<file path="src/rtl/reg_scan_reader.sv">
// Sequential register-file scanner: reads each index from FIRST_REG to LAST_REG and
// presents it on a valid/ready port. It then waits for a dwell tick before moving on.
module reg_scan_reader #(
  parameter int FIRST_REG   = 0,
  parameter int LAST_REG    = 31,
  parameter int AUTO_REPEAT = 0
) (
  input  logic        CLK,
  input  logic        Reset,
  input  logic        start,
  input  logic        abort,
  input  logic        step_tick,
  output logic [4:0]  rd_addr,
  input  logic [31:0] rd_data,
  output logic        out_valid,
  input  logic        out_ready,
  output logic [4:0]  out_addr,
  output logic [31:0] out_data,
  output logic        busy,
  output logic        done
);

  localparam logic [4:0] FIRST_IDX = 5'(FIRST_REG);
  localparam logic [4:0] LAST_IDX  = 5'(LAST_REG);

  typedef enum logic [2:0] {
    IDLE    = 3'd0,
    ISSUE   = 3'd1,
    SETTLE  = 3'd2,
    CAPTURE = 3'd3,
    PRESENT = 3'd4,
    DWELL   = 3'd5
  } state_t;

  state_t      state_reg, state_next;
  logic [4:0]  index_reg, index_next;
  logic [4:0]  rd_addr_reg;
  logic [4:0]  out_addr_reg;
  logic [31:0] out_data_reg;
  logic        done_reg, done_next;

  always_ff @(posedge CLK or posedge Reset) begin
    if (Reset) begin
      state_reg    <= IDLE;
      index_reg    <= FIRST_IDX;
      rd_addr_reg  <= 5'd0;
      out_addr_reg <= 5'd0;
      out_data_reg <= 32'd0;
      done_reg     <= 1'b0;
    end else begin
      state_reg <= state_next;
      index_reg <= index_next;
      done_reg  <= done_next;
      // The read address is loaded on entry to ISSUE and held until the next issue.
      if (state_next == ISSUE) begin
        rd_addr_reg <= index_next;
      end
      if (state_reg == CAPTURE && !abort) begin
        out_data_reg <= rd_data;
        out_addr_reg <= index_reg;
      end
    end
  end

  always_comb begin
    state_next = state_reg;
    index_next = index_reg;
    done_next  = 1'b0;
    if (state_reg != IDLE && abort) begin
      state_next = IDLE;
    end else begin
      case (state_reg)
        IDLE: begin
          if (start && !abort) begin
            state_next = ISSUE;
            index_next = FIRST_IDX;
          end
        end
        ISSUE:   state_next = SETTLE;
        SETTLE:  state_next = CAPTURE;
        CAPTURE: state_next = PRESENT;
        PRESENT: begin
          if (out_ready) begin
            state_next = DWELL;
          end
        end
        DWELL: begin
          if (step_tick) begin
            if (index_reg == LAST_IDX) begin
              done_next  = 1'b1;
              index_next = FIRST_IDX;
              state_next = (AUTO_REPEAT != 0) ? ISSUE : IDLE;
            end else begin
              index_next = index_reg + 5'd1;
              state_next = ISSUE;
            end
          end
        end
        default: state_next = IDLE;
      endcase
    end
  end

  always_comb begin
    busy      = (state_reg != IDLE);
    out_valid = (state_reg == PRESENT);
    rd_addr   = rd_addr_reg;
    out_addr  = out_addr_reg;
    out_data  = out_data_reg;
    done      = done_reg;
  end

endmodule

</file>
<file path="config.mk">
export PLATFORM = sky130hd
export DESIGN_NAME = reg_scan_reader
export DESIGN_NICKNAME = d
export VERILOG_FILES = /design/src/rtl/reg_scan_reader.sv
export SDC_FILE = /design/constraint.sdc
export NUM_CORES = 1
export LEC_CHECK = 0
export ABC_AREA = 0
export CAP_MARGIN = 20
export CORE_AREA = 8 8 103 105
export DETAILED_ROUTE_END_ITERATION = 16
export DIE_AREA = 0 0 111 113
export PLACE_DENSITY_LB_ADDON = 0.15
export SLEW_MARGIN = 10
export SYNTH_ARGS = -nofsm -noshare
export SYNTH_HDL_FRONTEND = slang
export SYNTH_SLANG_ARGS = --single-unit
</file>
<file path="constraint.sdc">
create_clock -name CLK -period 3.2 [get_ports CLK]
set_clock_uncertainty 0.15 [all_clocks]
set_input_delay 0.96 -clock CLK [delete_from_list [all_inputs] [get_ports CLK]]
set_output_delay 0.96 -clock CLK [all_outputs]
set_load 0.02 [all_outputs]
</file>
# Yosys cells after proc, flatten, opt, wreduce, memory -nomap -nowiden
# Index checks and enable logic that the tools add are counted.
# totals
register_bits,51
latchBits,0
mem_bits_rw,0
mem_bits_ro,0
input_bits,38
output_inout_bits,45
elab_cells,35
n_memories,0
# op_classes
add_sub_neg,1
n_mul,0
div,0
order_cmp,0
n_eq_ne,7
shift,0
n_mux,15
n_bitwise,0
reduce_logical,6
# ops
operator,n
$mux 5,4
$pmux 3 s6,1
$mux 3,4
$pmux 5 s2,1
$eq 3x1->1 const B,2
$eq 3x2->1 const B,2
$eq 3x3->1 const B,2
$add 5x1->5 const B,1
$eq 5x5->1 const B,1
$mux 1,5
$logic_and 1x1->1,3
$logic_not 3->1,1
$reduce_bool 3->1,1
$logic_not 1->1,1

# Logic depth before layout (Yosys ltp)
# Gate-level depths: netlist of run 1.
# logic_depth
depth_word,6
ltp_mapped,8
mapped_depth_nobuf,8

# Worst setup path after synthesis of run 1
# No wires, ideal clock.
# synth_timing
path_type,input -> register
start,input port start
end,register rd_addr_reg[4] (netlist: rd_addr[4])
setup_ps,125
arrival_time_ps,2039
required_ps,2925
setup_slack_ps,886
stages,5
path_buffers,0
cell_sequence,nor3b_1 a31oi_1 or3_4 a22o_1 mux2_2
# synth_between
word_cells_on_any_way,8
classes_between,eq/ne (1); mux (6); reduce/logical (1)
# synth_lines
element,line_no,text
start: declaration,10,"input logic start,"
$logic_and 1x1->1,74,if (start && !abort) begin
$mux 5,74,
$pmux 5 s2,72,case (state_reg)
$mux 5,69,if (state_reg != IDLE && abort) begin
via index_next[4],36,"logic [4:0] index_reg, index_next;"
end signal: assignment,56,rd_addr_reg <= index_next;
end: declaration,37,logic [4:0] rd_addr_reg;
# The timed path passes the listed nets, and every way through them passes these cells.
# A chain may end at the register's enable or synchronous reset.

# Worst setup path in the final report of run 1
# layout_timing
start,register state_reg[2]
end,output port busy
# layout_between
elab_chain_len,1
# layout_lines
element,line_no,text
start: declaration,35,"state_t state_reg, state_next;"
start signal: assignment,51,state_reg <= state_next;
$reduce_bool 3->1,105,busy = (state_reg != IDLE);
end: declaration,19,"output logic busy,"
# No other way between the ends.

==> results.py, run 1 <==
metrics = {
    "pwr": {
        "p_sw_uw": 866,
        "cellLeakagePower_nw": 1.39,
        "p_per_area_nw_per_um2": 798,
        "p_seq_frac": 0.372,
        "pwr-share-clk": 0.184,
        "internal_power_mw": 1.73,
        "comb_power_share": 0.445,
        "vdd_ir_drop_max_uv": 273,
        "swShare": 0.334,
    },
    "clock_network": {
        "cts_tree": "done",
        "cts_resized": 0,
        "clk_path_buf_depth": 2,
        "cts_setup_buffers": 0,
        "path_clk_slew_ps": 100,
        "h-tree-depth": 2,
        "clock_latency_ps": 300,
        "ctsHoldBuffers": 0,
        "cts.root.buffer_cell": "clkbuf_8",
        "cts_buffers": 5,
        "clkSinkCount": 51,
    },
    "global_route": {
        "track_usage": 0.0871,
        "grt_use_met2": 0.135,
        "grt_pass1_wl_mm": 8.98,
        "busiest_layer": "met2",
        "grt_overflow": 0,
        "use_met3": 0.0312,
        "grt_pass1_vias": 1671,
        "grt_max_degree": 52,
        "antenna_found_initial": 0,
        "grt_util_met1": 0.111,
    },
    "logic_synthesis": {
        "yosysSeqAreaShare": 0.586,
        "synth-async-reset-ratio": 1.00,
        "synth_area_leaders": "dfrtp_1 (59%), mux2_2 (20%), a22o_1 (1.6%), buf_4 (1.4%), ha_1 (1.1%)",
        "syn-num-nets": 196,
        "ys_ff_latch": 51,
        "synthCells": 156,
        "synth_top_area_share": 0.586,
        "synth_cell_types": 39,
        "yosysMostFrequentCell": "dfrtp_1",
        "synth-main-ff-cell": "dfrtp_1",
        "yosys_warnings": 0,
        "synthesis.area_um2": 2180,
        "synth_top_cell_by_area": "dfrtp_1",
        "synth_edf_count": 0,
        "synth_commonest_cells": "dfrtp_1 (51), mux2_2 (38), nand2_1 (6)",
        "syn_area_per_cell_um2": 14.0,
    },
    "timing": {
        "fmax_mhz": 334,
        "maxSlewViolCount": 0,
        "max-slew-margin-rel": 0.573,
        "rsz0062_at_grt": "no",
        "finalCritPeriodShare": 0.935,
        "setup_viol": 0,
        "timing.final.crit_period_ps": 2990,
        "hold_viol_final": 0,
        "fin_setup_tns_ps": 0,
        "tightest_slew_ps": 641,
    },
    "critical_path": {
        "cpMaxStageDelayCell": "dfrtp_1",
        "critPathArrivalTime_ps": 1880,
        "cp_max_fo": 15,
        "endpoint_kind": "output pin",
        "critPathKind": "reg2out",
        "slowest_delay_ps": 570,
        "worstPathRequired_ps": 2090,
        "startpoint_type": "flop",
        "crit_path_cell_trace": "or3_1 > clkdlybuf4s50_1",
    },
    "routing": {
        "vias": 1521,
        "wl_mm": 5.35,
        "viasPerCell": 4.28,
        "firstDrtPassIters": 4,
        "drt_iter0_drc": 26,
        "wl_per_cell_um": 15.1,
        "remaining_drc_errors": 0,
        "ant_nets": 0,
    },
    "floorplan": {
        "die_y_um": 113,
        "start_util": 0.243,
        "die-area_um2": 12500,
        "io_pins": 83,
        "rows": 35,
        "core-area_um2": 8980,
        "die_w_um": 111,
    },
    "finish": {
        "largest_register_ffs": 32,
        "antenna_cells": 0,
        "nNetsFinal": 283,
        "syn2layout_area_growth_pct": 49.5,
        "fin_cells": 355,
        "layout-drive-gt1-share": 0.234,
    },
    "placed_design": {
        "place_inst": 347,
        "io_buffer_count": 82,
        "place.gp.congestion": 0.792,
        "dp_hpwl_mm": 3.96,
    },
    "status": {
        "status": "finished, final reports clean",
    },
    "run": {
        "cap_violations": 0,
    },
    "worst_hold_path": {
        "hp-class": "reg2reg",
    },
}
-- area by class of cell --
class                   count  area (µm²)
fillers                   894        5720
flip-flops and latches     51        1280
repair buffers             88         878
multi-input cells          96         837
well taps                 111         139
clock buffers               6        82.6
clock inverters             2        38.8
inverters                   1        3.75
-- layout by cell type, fill, tap and decap left out, types with 3 or more instances in the layout --
| cell type | count |
|---|---|
| a22o_1 | 4 |
| nor3b_1 | 3 |
| nor2_1 | 3 |
| clkbuf_8 | 6 |
| buf_4 | 5 |
| o21ai_0 | 3 |
| clkdlybuf4s50_1 | 82 |
| a21oi_1 | 3 |
| dfrtp_1 | 51 |
| nor2b_1 | 3 |
| nand2_1 | 6 |
| mux2_2 | 38 |
-- power groups by stage --
stage | sequential, mW | combinational [mW] | clock, mW
after detailed placement | 0.982 | 1.18 | 0
after global routing | 1.00 | 1.24 | 0.520
after CTS | 0.969 | 1.18 | 0.507
final | 0.966 | 1.15 | 0.477
after global placement | 0.979 | 1.17 | 0
after floorplan | 1.22 | 0.371 | 0
-- cells by family (layout without fill, tap and decap cells) --
group,after synthesis,after routing,share of synthesized area
AOI/OAI and AO/OA,22,22,0.0718
xor gates and xnor gates,1,1,0.00402
adders and majority gates,2,2,0.0115
buffers and inverters,9,97,0.0293
DFF,51,51,0.586
muxes,40,40,0.207
and+or+nand+nor,31,31,0.0902
-- routing by layer --
layer  wire length [µm]  part of all wire
met1               2560              0.48
met2               2380              0.45
met3                348             0.065
met4                 60             0.011
met5                  0                 0
-- critical path: cells and delay by family, from the launching register on --
kind	cells	cell delay (ps)
simple gates	1	450
buf+inv	1	570
flops	1	570
-- through the flow --
stage | total power [mW] | setup WS [ps] | hold slack (ps) | util | cell area (µm²)
final | 2.60 | 207 | 340 | 0.363 | 3260
after CTS | 2.66 | 169 | 345 | 0.363 | 3260
after global routing | 2.76 | 91.0 | 369 | 0.363 | 3260
after floorplan | 1.59 | 860 | 359 | - | 2180
after detailed placement | 2.16 | 280 | 321 | 0.349 | 3130
after global placement | 2.15 | 303 | 318 | 0.349 | 3130
-- final timing paths --
kind / start / end / slack (ps) / depth (start not counted)
min: rd_addr[0] / rd_addr[0] / 340 / 1
min reg2reg: rd_addr[0] / rd_addr[0] / 340 / 1
min in group asynchronous: Reset / out_data[14] / 1000 / 3
max in group asynchronous: Reset / out_data[19] / 1480 / 3
max reg2reg: index_reg[0] / rd_addr[4] / 730 / 8
max: state_reg[2] / busy / 210 / 2
No activity file was read; power rests on OpenSTA's default activity.
==> run 2, diff against run 1 <==
CORE_AREA = 8 8 98 109   (was 8 8 103 105)
DIE_AREA = 0 0 106 117   (was 0 0 111 113)
==> results.py, run 2 (synthesized netlist as in run 1, its figures left out) <==
metrics = {
    "status": {
        "status": "finished, final reports clean",
    },
    "pwr": {
        "internal_power_mw": 1.63,
        "vdd_ir_drop_max_uv": 212,
        "swShare": 0.346,
        "pwr-share-clk": 0.147,
        "cellLeakagePower_nw": 1.38,
        "p_seq_frac": 0.387,
        "p_sw_uw": 863,
        "p_per_area_nw_per_um2": 769,
        "comb_power_share": 0.466,
    },
    "clock_network": {
        "clkSinkCount": 51,
        "cts.root.buffer_cell": "clkbuf_8",
        "cts_buffers": 5,
        "h-tree-depth": 2,
        "clock_latency_ps": 300,
        "cts_resized": 0,
        "cts_setup_buffers": 0,
        "ctsHoldBuffers": 0,
        "clk_path_buf_depth": 2,
        "path_clk_slew_ps": 90,
        "cts_tree": "done",
    },
    "finish": {
        "syn2layout_area_growth_pct": 48.7,
        "layout_common_cells": "clkdlybuf4s50_1 (82), dfrtp_1 (51), mux2_2 (38), nand2_1 (6), clkbuf_8 (5)",
        "fin_cells": 360,
        "layout_commonest_cell": "clkdlybuf4s50_1",
        "nNetsFinal": 283,
        "layout-drive-gt1-share": 0.230,
        "fin_util": 0.359,
        "largest_register_ffs": 32,
        "fin_area_um2": 3240,
        "antenna_cells": 0,
    },
    "placed_design": {
        "place.gp.congestion": 0.771,
        "pre_cts_ws_ps": 158,
        "io_buffer_count": 82,
        "dp_hpwl_mm": 3.90,
        "place_inst": 353,
        "place_area_um2": 3150,
    },
    "critical_path": {
        "startpoint_type": "flop",
        "endpoint_kind": "output pin",
        "worstPathRequired_ps": 2090,
        "critPathArrivalTime_ps": 1780,
        "cp_max_fo": 8,
        "critPathKind": "reg2out",
    },
    "global_route": {
        "grt_pass1_wl_mm": 8.69,
        "grt_overflow": 0,
        "busiest_layer": "met2",
        "use_met3": 0.0301,
        "grt_max_degree": 52,
        "grt_util_met1": 0.115,
        "track_usage": 0.0883,
        "antenna_found_initial": 0,
        "grt_pass1_vias": 1635,
        "grt_use_met2": 0.135,
    },
    "timing": {
        "max-slew-margin-rel": 0.743,
        "timing.final.crit_period_ps": 2890,
        "fin_setup_tns_ps": 0,
        "finalCritPeriodShare": 0.904,
        "tightest_slew_ps": 384,
        "hold_viol_final": 0,
        "setup_viol": 0,
        "fin_ws_ps": 308,
        "maxSlewViolCount": 0,
        "rsz0062_at_grt": "no",
        "fmax_mhz": 346,
    },
    "routing": {
        "wl_mm": 5.42,
        "wl_per_cell_um": 15.0,
        "viasPerCell": 4.26,
        "drt_iter0_drc": 29,
        "firstDrtPassIters": 4,
        "remaining_drc_errors": 0,
        "vias": 1532,
        "ant_nets": 0,
    },
    "floorplan": {
        "die_w_um": 106,
        "io_pins": 83,
        "start_util": 0.241,
        "die-area_um2": 12400,
        "die_y_um": 117,
        "core-area_um2": 9030,
        "rows": 37,
    },
    "worst_hold_path": {
        "hp-class": "reg2reg",
    },
    "run": {
        "cap_violations": 0,
    },
}
[run 2: final timing paths]
kind | start | endpoint | slack, ps | depth (start not counted)
min in group asynchronous | Reset | out_data[17] | 870 | 3
max reg2reg | index_reg[0] | rd_addr[4] | 680 | 8
max in group asynchronous | Reset | out_addr[4] | 1800 | 3
min | out_data[26] | out_data[26] | 340 | 1
min reg2reg | out_data[26] | out_data[26] | 340 | 1
max | state_reg[0] | busy | 310 | 2
[run 2: power by group through the flow]
stage,Combinational (mW),Sequential [mW],Clock [mW]
after floorplan,0.371,1.22,0
after global placement,1.18,0.976,0
after detailed placement,1.18,0.983,0
after CTS,1.18,0.968,0.386
after global routing,1.24,0.998,0.412
final,1.16,0.963,0.366
[run 2: layer usage]
layer	up-vias	wire [µm]
li1	746	-
met1	720	2610
met5	-	0
met2	62	2380
met4	0	44
met3	4	386
[run 2: worst max-delay path, stage by stage, from the launching register on]
cell and delay [ps]:
dfrtp_1 470, or3_1 440, clkdlybuf4s50_1 570
[run 2: stage by stage]
step                      total power [mW]  hold WS [ps]
after floorplan                       1.59           359
after global placement                2.16           318
after detailed placement              2.17           321
after CTS                             2.54           349
after global routing                  2.65           373
final                                 2.49           340
[run 2: cell type report]
type                            count  area [µm²]
Clock inverter                      2        13.8
Multi-Input combinational cell     96         837
Timing Repair Buffer               88         891
Fill cell                         930        5790
Sequential cell                    51        1280
Tap cell                          117         146
Clock buffer                        5        68.8
Inverter                            1        3.75
